--- config.mk ---
export PLATFORM = sky130hd
export DESIGN_NAME = squash_input_conditioner_flat
export DESIGN_NICKNAME = d
export VERILOG_FILES = /design/src/rtl/squash_input_conditioner_if.sv /design/src/rtl/squash_input_conditioner.sv /design/src/flat_wrapper.sv
export SDC_FILE = /design/constraint.sdc
export NUM_CORES = 1
export LEC_CHECK = 0
export BUFFER_PORTS_ARGS = -buffer_cell sky130_fd_sc_hd__buf_2
export CORE_MARGIN = 1.5
export CORE_UTILIZATION = 51
export CTS_CLUSTER_SIZE = 16
export DETAILED_ROUTE_END_ITERATION = 7
export PLACE_DENSITY = 0.76
export SLEW_MARGIN = 20
export SYNTH_ARGS = -nofsm -noshare
export SYNTH_HDL_FRONTEND = slang
export SYNTH_SLANG_ARGS = --single-unit
--- constraint.sdc ---
create_clock -name wb_clk_i -period 1.4 [get_ports wb_clk_i]
set_input_delay 0.35 -clock wb_clk_i [delete_from_list [all_inputs] [get_ports wb_clk_i]]
set_output_delay 0.35 -clock wb_clk_i [all_outputs]
set_load 0.005 [all_outputs]
--- src/rtl/squash_input_conditioner_if.sv ---
// squash_input_conditioner_if: pad-side keys, gpio flag and conditioned game-core outputs
// master: raw active-low pads and gpio_ready out, conditioned levels/strobes/resets in
// slave : the conditioner side of the same bundle
interface squash_input_conditioner_if;
    logic ext_reset_n;
    logic pause_n;
    logic new_game_n;
    logic up_key_n;
    logic down_key_n;
    logic gpio_ready;
    logic design_reset;
    logic pause_o;
    logic new_game_o;
    logic up_o;
    logic down_o;
    logic pause_pulse;
    logic new_game_pulse;
    logic debug_design_reset;
    logic debug_gpio_ready;
    modport master (
        output ext_reset_n, pause_n, new_game_n, up_key_n, down_key_n, gpio_ready,
        input  design_reset, pause_o, new_game_o, up_o, down_o,
        input  pause_pulse, new_game_pulse, debug_design_reset, debug_gpio_ready
    );
    modport slave (
        input  ext_reset_n, pause_n, new_game_n, up_key_n, down_key_n, gpio_ready,
        output design_reset, pause_o, new_game_o, up_o, down_o,
        output pause_pulse, new_game_pulse, debug_design_reset, debug_gpio_ready
    );
endinterface

--- src/rtl/squash_input_conditioner.sv ---
// squash_input_conditioner: sync/debounce squash pads and sequence the game-core reset
// wb_clk_i/wb_rst_i: clock and synchronous active-high reset
// io (slave): raw active-low pads + gpio_ready in; design_reset, key levels, press strobes, debug copies out
// SQUASH_DEBOUNCE_EN: when defined, each key gets a 2^DEBOUNCE_BITS-cycle debouncer
module squash_input_conditioner #(
    parameter int DEBOUNCE_BITS = 16,
    parameter int RESET_HOLD    = 8
) (
    input logic                          wb_clk_i,
    input logic                          wb_rst_i,
    squash_input_conditioner_if.slave    io
);
    typedef enum logic [1:0] {HOLD, WAIT_READY, RUN} state_t;
    // bit order {gpio, down, up, new_game, pause, ext}; pads idle high, gpio idle low
    localparam logic [5:0] SYNC_RST  = 6'b01_1111;
    localparam logic [7:0] HOLD_LAST = 8'(RESET_HOLD - 1);
    if (RESET_HOLD < 1 || RESET_HOLD > 255 || DEBOUNCE_BITS < 1) begin : g_bad_param
        $error("squash_input_conditioner: parameter out of range");
    end
    logic [5:0] s1_q, s2_q;
    logic [3:0] key_s, stable_q, stable_d;
    logic [1:0] prev_q, pulse;
    logic       ext_s, gpio_s, dr_q;
    logic [7:0] hold_q, hold_d;
    state_t     state_q, state_d;
    assign ext_s  = s2_q[0];
    assign gpio_s = s2_q[5];
    assign key_s  = ~s2_q[4:1];
    always_ff @(posedge wb_clk_i) begin
        if (wb_rst_i) begin
            s1_q <= SYNC_RST;
            s2_q <= SYNC_RST;
        end else begin
            s1_q <= {io.gpio_ready, io.down_key_n, io.up_key_n, io.new_game_n, io.pause_n, io.ext_reset_n};
            s2_q <= s1_q;
        end
    end
`ifdef SQUASH_DEBOUNCE_EN
    logic [DEBOUNCE_BITS-1:0] cnt_q [4];
    logic [DEBOUNCE_BITS-1:0] cnt_d [4];
    // a change is taken only once the counter has seen it on every cycle up to all-ones
    always_comb begin
        stable_d = stable_q;
        for (int i = 0; i < 4; i++) begin
            cnt_d[i] = '0;
            if (key_s[i] != stable_q[i]) begin
                if (&cnt_q[i]) stable_d[i] = key_s[i];
                else cnt_d[i] = cnt_q[i] + DEBOUNCE_BITS'(1);
            end
        end
    end
    always_ff @(posedge wb_clk_i) begin
        if (wb_rst_i) cnt_q <= '{default: '0};
        else cnt_q <= cnt_d;
    end
`else
    assign stable_d = key_s;
`endif
    always_ff @(posedge wb_clk_i) begin
        if (wb_rst_i) begin
            stable_q <= '0;
            prev_q   <= '0;
        end else begin
            stable_q <= stable_d;
            prev_q   <= stable_q[1:0];
        end
    end
    // a key already high when reset releases has prev_q set, so it never strobes
    assign pulse = stable_q[1:0] & ~prev_q & {2{~dr_q}};
    always_comb begin
        state_d = state_q;
        hold_d  = '0;
        case (state_q)
            HOLD: begin
                if (ext_s) begin
                    hold_d = hold_q + 8'd1;
                    if (hold_q == HOLD_LAST) state_d = WAIT_READY;
                end
            end
            WAIT_READY: state_d = !ext_s ? HOLD : gpio_s ? RUN : WAIT_READY;
            RUN:        state_d = (!ext_s || !gpio_s) ? HOLD : RUN;
            default:    state_d = HOLD;
        endcase
    end
    always_ff @(posedge wb_clk_i) begin
        if (wb_rst_i) begin
            state_q <= HOLD;
            hold_q  <= '0;
            dr_q    <= 1'b1;
        end else begin
            state_q <= state_d;
            hold_q  <= hold_d;
            dr_q    <= state_d != RUN;
        end
    end
    assign io.design_reset       = dr_q;
    assign io.debug_design_reset = dr_q;
    assign io.debug_gpio_ready   = gpio_s;
    assign {io.down_o, io.up_o, io.new_game_o, io.pause_o} = stable_q & {4{~dr_q}};
    assign io.pause_pulse    = pulse[0];
    assign io.new_game_pulse = pulse[1];
endmodule

--- src/flat_wrapper.sv ---
// flat-port wrapper written by rule: the top's interface ports become plain ports
module squash_input_conditioner_flat 
#(
    parameter int DEBOUNCE_BITS = 16,
    parameter int RESET_HOLD    = 8
)
  (wb_clk_i, wb_rst_i, io_ext_reset_n, io_pause_n, io_new_game_n, io_up_key_n, io_down_key_n, io_gpio_ready, io_design_reset, io_pause_o, io_new_game_o, io_up_o, io_down_o, io_pause_pulse, io_new_game_pulse, io_debug_design_reset, io_debug_gpio_ready);
  squash_input_conditioner_if io_i ();
  input logic wb_clk_i;
  input logic wb_rst_i;
  input wire logic [$bits(io_i.ext_reset_n)-1:0] io_ext_reset_n;
  input wire logic [$bits(io_i.pause_n)-1:0] io_pause_n;
  input wire logic [$bits(io_i.new_game_n)-1:0] io_new_game_n;
  input wire logic [$bits(io_i.up_key_n)-1:0] io_up_key_n;
  input wire logic [$bits(io_i.down_key_n)-1:0] io_down_key_n;
  input wire logic [$bits(io_i.gpio_ready)-1:0] io_gpio_ready;
  output wire logic [$bits(io_i.design_reset)-1:0] io_design_reset;
  output wire logic [$bits(io_i.pause_o)-1:0] io_pause_o;
  output wire logic [$bits(io_i.new_game_o)-1:0] io_new_game_o;
  output wire logic [$bits(io_i.up_o)-1:0] io_up_o;
  output wire logic [$bits(io_i.down_o)-1:0] io_down_o;
  output wire logic [$bits(io_i.pause_pulse)-1:0] io_pause_pulse;
  output wire logic [$bits(io_i.new_game_pulse)-1:0] io_new_game_pulse;
  output wire logic [$bits(io_i.debug_design_reset)-1:0] io_debug_design_reset;
  output wire logic [$bits(io_i.debug_gpio_ready)-1:0] io_debug_gpio_ready;
  assign io_i.ext_reset_n = io_ext_reset_n;
  assign io_i.pause_n = io_pause_n;
  assign io_i.new_game_n = io_new_game_n;
  assign io_i.up_key_n = io_up_key_n;
  assign io_i.down_key_n = io_down_key_n;
  assign io_i.gpio_ready = io_gpio_ready;
  assign io_design_reset = io_i.design_reset;
  assign io_pause_o = io_i.pause_o;
  assign io_new_game_o = io_i.new_game_o;
  assign io_up_o = io_i.up_o;
  assign io_down_o = io_i.down_o;
  assign io_pause_pulse = io_i.pause_pulse;
  assign io_new_game_pulse = io_i.new_game_pulse;
  assign io_debug_design_reset = io_i.debug_design_reset;
  assign io_debug_gpio_ready = io_i.debug_gpio_ready;
  squash_input_conditioner #(.DEBOUNCE_BITS(DEBOUNCE_BITS), .RESET_HOLD(RESET_HOLD)) u_core (.wb_clk_i(wb_clk_i), .wb_rst_i(wb_rst_i), .io(io_i));
endmodule
Yosys cells after proc, flatten, opt, wreduce, memory -nomap -nowiden:

Cells that the tools add are included.

* input bits: 8
* word-level logic and storage cells: 31
* output and inout bits: 9
* bits in registers: 29

* equality and inequality tests: 4
* bitwise gates (word level): 8
* $add $sub $neg: 1
* reduce and logical (&&, ||, !) cells: 5
* mux-type cells: 6

Operators with widths (number)
* two-way mux 2 bit: 5
* adder 8 x 1 -> 8 bit, second input constant: 1
* equality test 8 x 3 -> 1 bit, second input constant: 1
* one-hot mux 2 bit (3 select lines): 1
* AND 2 bit: 2
* AND 4 bit: 1
* inverter 4 bit: 1
* inverter 1 bit: 3
* OR reduction 3 bit: 1
* equality test 2 x 1 -> 1 bit, second input constant: 1
* equality test 2 bit, second input constant: 1
* logical NOT 1 bit: 2
* logical NOT 2 bit: 1
* != test 2 bit, second input constant: 1
* inverter 2 bit: 1
* logical OR 1 bit: 1

Depth between registers and ports, before layout:

* word-level depth: 5
* mapped depth: 4
* depth with buffers taken out: 4

Worst setup path after synthesis:

OpenSTA, ideal clock, no wires.

* path kind: flip-flop to flip-flop
* start point: register u_core.hold_q[0]
* end point: register u_core.hold_q[6]
* required time: 1.329 ns
* clock period less this slack: 1.110 ns
* slack: 0.290 ns
* setup time: 0.071 ns
* buffers on the path: 0
* arrival time: 1.040 ns
* cell stages (with the launch flop): 5
* path through: dfxtp_1 -> ha_1 -> nand2_1 -> or3_1 -> a21oi_1

* cells in the longest elaborated chain, start to end: 1

RTL lines
* start: declaration: line squash_input_conditioner.sv:24 `logic [7:0] hold_q, hold_d;`
* start signal: assignment: line squash_input_conditioner.sv:92 `hold_q <= hold_d;`
* adder 8 x 1 -> 8 bit: line squash_input_conditioner.sv:76 `hold_d = hold_q + 8'd1;`

Every way passes these cells.
A chain may end at the register's enable or synchronous reset.

Final worst setup path:

* start point: register u_core.dr_q, in the netlist u_core.io.debug_design_reset
* end point: output io_pause_pulse

* cells in the longest elaborated chain, start to end: 2

RTL lines
* start: declaration: line squash_input_conditioner.sv:23 `logic ext_s, gpio_s, dr_q;`
* start signal: assignment: line squash_input_conditioner.sv:89 `dr_q <= 1'b1;`
* start signal: assignment: line squash_input_conditioner.sv:93 `dr_q <= state_d != RUN;`
* inverter 1 bit: line squash_input_conditioner.sv:69 `assign pulse = stable_q[1:0] & ~prev_q & {2{~dr_q}};`
* AND 2 bit: line squash_input_conditioner.sv:69
* end: declaration: line flat_wrapper.sv:22 `output wire logic [$bits(io_i.pause_pulse)-1:0] io_pause_pulse;`

Every way passes these cells.

==> results.tsv <==
stage	metric	value	unit
status	status	finished, final reports clean	
critical_path	CP max stage cell	dfxtp_4	
power_and_ir_drop	leakage power	0.000492	uW
floorplanning	Core Region	0.00175	sq mm
critical_path	Crit Path Max Fanout	4	
synth	syn avg cell area	10.2	sq um
synth	EDFF count, synth	0	
timing	final-report hold violation count	0	
global_routing	vias in the first global route	522	
timing	endpoints failing setup	0	
placed_design	hpwl dp	921	um
floorplanning	Chip Width	46.2	um
final_layout	Finished Cell Area	0.00119	sq mm
global_routing	gr ovfl total	0	
clock_tree	Num CTS Buffers	5	
drt	DRT Pass-1 Iters	4	
clock_tree	CTS H-tree depth	2	
synth	post-synthesis cell count	93	
critical_path	ordered list of cells on the worst path	nor2b_2 -> nor2b_2 -> buf_2	
final_layout	Final #Nets	125	
synth	sequential fraction of the synthesis area	61.1	%
final_layout	layout cells sized above 1	36.8	%
global_routing	initial antenna violation count	0	
critical_path	CP startpoint kind	flop	
critical_path	Reg2Reg Depth	4	
floorplanning	Rows	15	
global_routing	largest net degree at the start of global routing	19	
power_and_ir_drop	PwrDens	1470	mW/mm^2
timing	worst slew pin tran	248	ps
synth	Synth Flop Type	dfxtp_1	
power_and_ir_drop	Clock Power Share	48.0	%
final_layout	Layout Area Growth over Synthesis	25.6	%
final_layout	FF+latch area	586	sq um
timing	min cycle time layout	1400	ps
placed_design	pre-CTS setup slack	223	ps
power_and_ir_drop	maximum VDD drop	1.19	mV
drt	routed len/inst	10.1	um
timing	skew final	7.41	ps
timing	Slew Limit Headroom	83.4	%
drt	Remaining DRCs	0	
drt	drt total wl	1430	um
critical_path	CP required	1050	ps
global_routing	first-pass GRT wire length	2170	um
synth	Syn. warnings	0	
clock_tree	Root Driver	clkbuf_4	
final_layout	multi-input logic area	374	sq um
placed_design	port bufs	16	
synth	Netlist cell types	22	
min_path	Hold Path Stages	2	
clock_tree	Clk Latency, worst-skew pair	320	ps
synth	most frequent cell after synthesis	dfxtp_1	
floorplanning	I/O pins	17	
clock_tree	Clock Sinks	29	
placed_design	dpl cells	133	
clock_tree	Hold Buf Count CTS	0	
floorplanning	Initial Utilization	54.4	%
timing	Fmax achieved	717	MHz
final_layout	Diodes inserted	0	
critical_path	WP data arrival	1050	ps
critical_path	WS Path Type	reg -> out	
drt	Routed Antenna Nets	0	
timing	Tcrit/Tclk final	99.7	%
flow_run	maxcap violations	0	
synth	asr flop ratio synth	0	%
synth	area share of the leading cell type in the synthesized netlist	61.1	%
clock_tree	clock tree buffer depth	2	
floorplanning	die footprint	0.00213	sq mm
critical_path	crit path capture type	primary output	
critical_path	delay of the slowest critical-path stage	370	ps
drt	Vias/cell	4.75	
timing	Final WS setup	4.37	ps
synth	largest area contributor in the netlist	dfxtp_1	
placed_design	GPL Wtd Cong	0.710	
drt	Iteration-0 DRC Markers	7	
synth	top cells by area, synth	dfxtp_1, nor2b_1, or2_2	
power_and_ir_drop	sw frac	18.6	%
timing	RSZ-0062 raised after global routing	yes	
power_and_ir_drop	Int Pwr	1430	uW
synth	register bit count reported by yosys	29	
floorplanning	Die H	46.2	um
min_path	Worst Hold Class	in -> reg	
final_layout	Finished Layout Cells	142	
power_and_ir_drop	power share of the sequential group	49.0	%
timing	final count of pins violating max slew	0	
critical_path	CP dominant cell by count	nor2b_2	
synth	synth cell count leaders	dfxtp_1, nor2b_1, or2_2	
synth	Mapped Nets	102	
clock_tree	Reg clk slew, reported paths	90	ps
clock_tree	TritonCTS clock tree	built	
placed_design	dpl cell area	0.00106	sq mm
global_routing	GRT Util Overall	15.5	%
critical_path	WP depth	3	
power_and_ir_drop	Logic pwr share	3.0	%
final_layout	FILL cells	150	
power_and_ir_drop	Power, Total	1760	uW
drt	via count	675	
critical_path	CP delay by family, top	flip-flops	
synth	Mapped Area	950	sq um
power_and_ir_drop	Switch Pwr	326	uW
critical_path	Buffers & Inverters on Critical Path	1	
-- repair_timing --
item / in CTS / in global routing
gates resized for setup: 3 / 5
endpoints found under the setup margin: 2 / 4
cloned: 0 / 0
pin swaps: 0 / 0
setup buffers: 1 / 0
-- layer usage --
metal | global-route usage (%) | share of wire [%] | up-vias
met1 | 17.7 | 47 | 306
met4 | 10.3 | 2.1 | 0
li1 | - | - | 345
met5 | 0 | 0 | -
met3 | 9.41 | 5.4 | 4
met2 | 21.4 | 45 | 20
-- per-stage QoR --
stage / hold slack [ps] / util [%] / TNS (ps)
2_1_floorplan: 363 / - / 0
3_3_place_gp: 367 / 60.6 / 0
3_5_place_dp: 370 / 60.6 / 0
4_1_cts: 198 / 67.2 / -48.8
5_1_grt: 188 / 68.3 / -229
6_report: 206 / 68.3 / 0
-- area by class of cell --
type / count / area share [%]
flip-flops and latches: 29 / 49.1
multi-input cells: 61 / 31.4
repair buffers: 18 / 7.97
clock inverters: 3 / 5.46
clock buffers: 5 / 3.15
well taps: 25 / 2.62
inverters: 1 / 0.315
-- power by group through the flow --
stage               combinational, uW  clock, uW  sequential, uW
floorplan                        33.0          0             879
global placement                 51.9          0             880
detailed placement               52.9          0             882
CTS                              53.1        862             861
global route                     61.2        890             865
finish                           52.4        844             861
-- flip-flops by register name (all words and copies together), names as in the netlist --
register                      count
u_core.prev_q                     2
u_core.state_q                    2
u_core.io.debug_design_reset      1
u_core.hold_q                     8
u_core.stable_q                   4
u_core.s2_q                       6
u_core.s1_q                       6
-- cells by family (layout without fill, tap and decap cells) --
family	after synthesis	in the layout	synth area share, %
buf+inv	3	27	1.58
xor+xnor	4	4	3.69
fa+ha+maj	1	1	1.32
simple gates	49	49	28.6
flops	29	29	61.1
compound gates	7	7	3.69
-- placed cells by master, fill, tap and decap left out --
cell type   n
a21oi_1     4
and2_1      1
buf_2      16
buf_4       2
bufinv_16   2
clkbuf_4    5
clkinv_2    1
dfxtp_1    27
dfxtp_2     1
dfxtp_4     1
ha_1        1
inv_1       1
nand2_1     5
nand2b_1    1
nand3_1     3
nand3_2     1
nand4_1     2
nor2_1      9
nor2b_1     7
nor2b_2     2
nor2b_4     2
nor3_1      1
nor3b_1     1
nor4_1      1
o21ai_0     3
or2_2      10
or3_1       3
xnor2_1     1
xor2_1      3
-- worst paths after layout --
| path | slack [ps] | end | from |
|---|---|---|---|
| max | 4 | io_pause_pulse | u_core.io.debug_design_reset$_SDFF_PP1_ |
| min | 210 | u_core.s1_q[4]$_SDFF_PP1_ | io_down_key_n |
| max reg2reg | 210 | u_core.hold_q[6]$_SDFF_PP0_ | u_core.hold_q[0]$_SDFF_PP0_ |
| min reg2reg | 380 | u_core.stable_q[3]$_SDFF_PP0_ | u_core.s2_q[4]$_SDFF_PP1_ |
-- worst register-to-register path, delay by kind of cell, from the launching register on --
kind | cells | cell delay, ps
and+or+nand+nor | 2 | 380
AOI/OAI and AO/OA | 1 | 130
adders and majority gates | 1 | 240
DFF | 1 | 380
No activity file was read; power rests on OpenSTA's default activity.
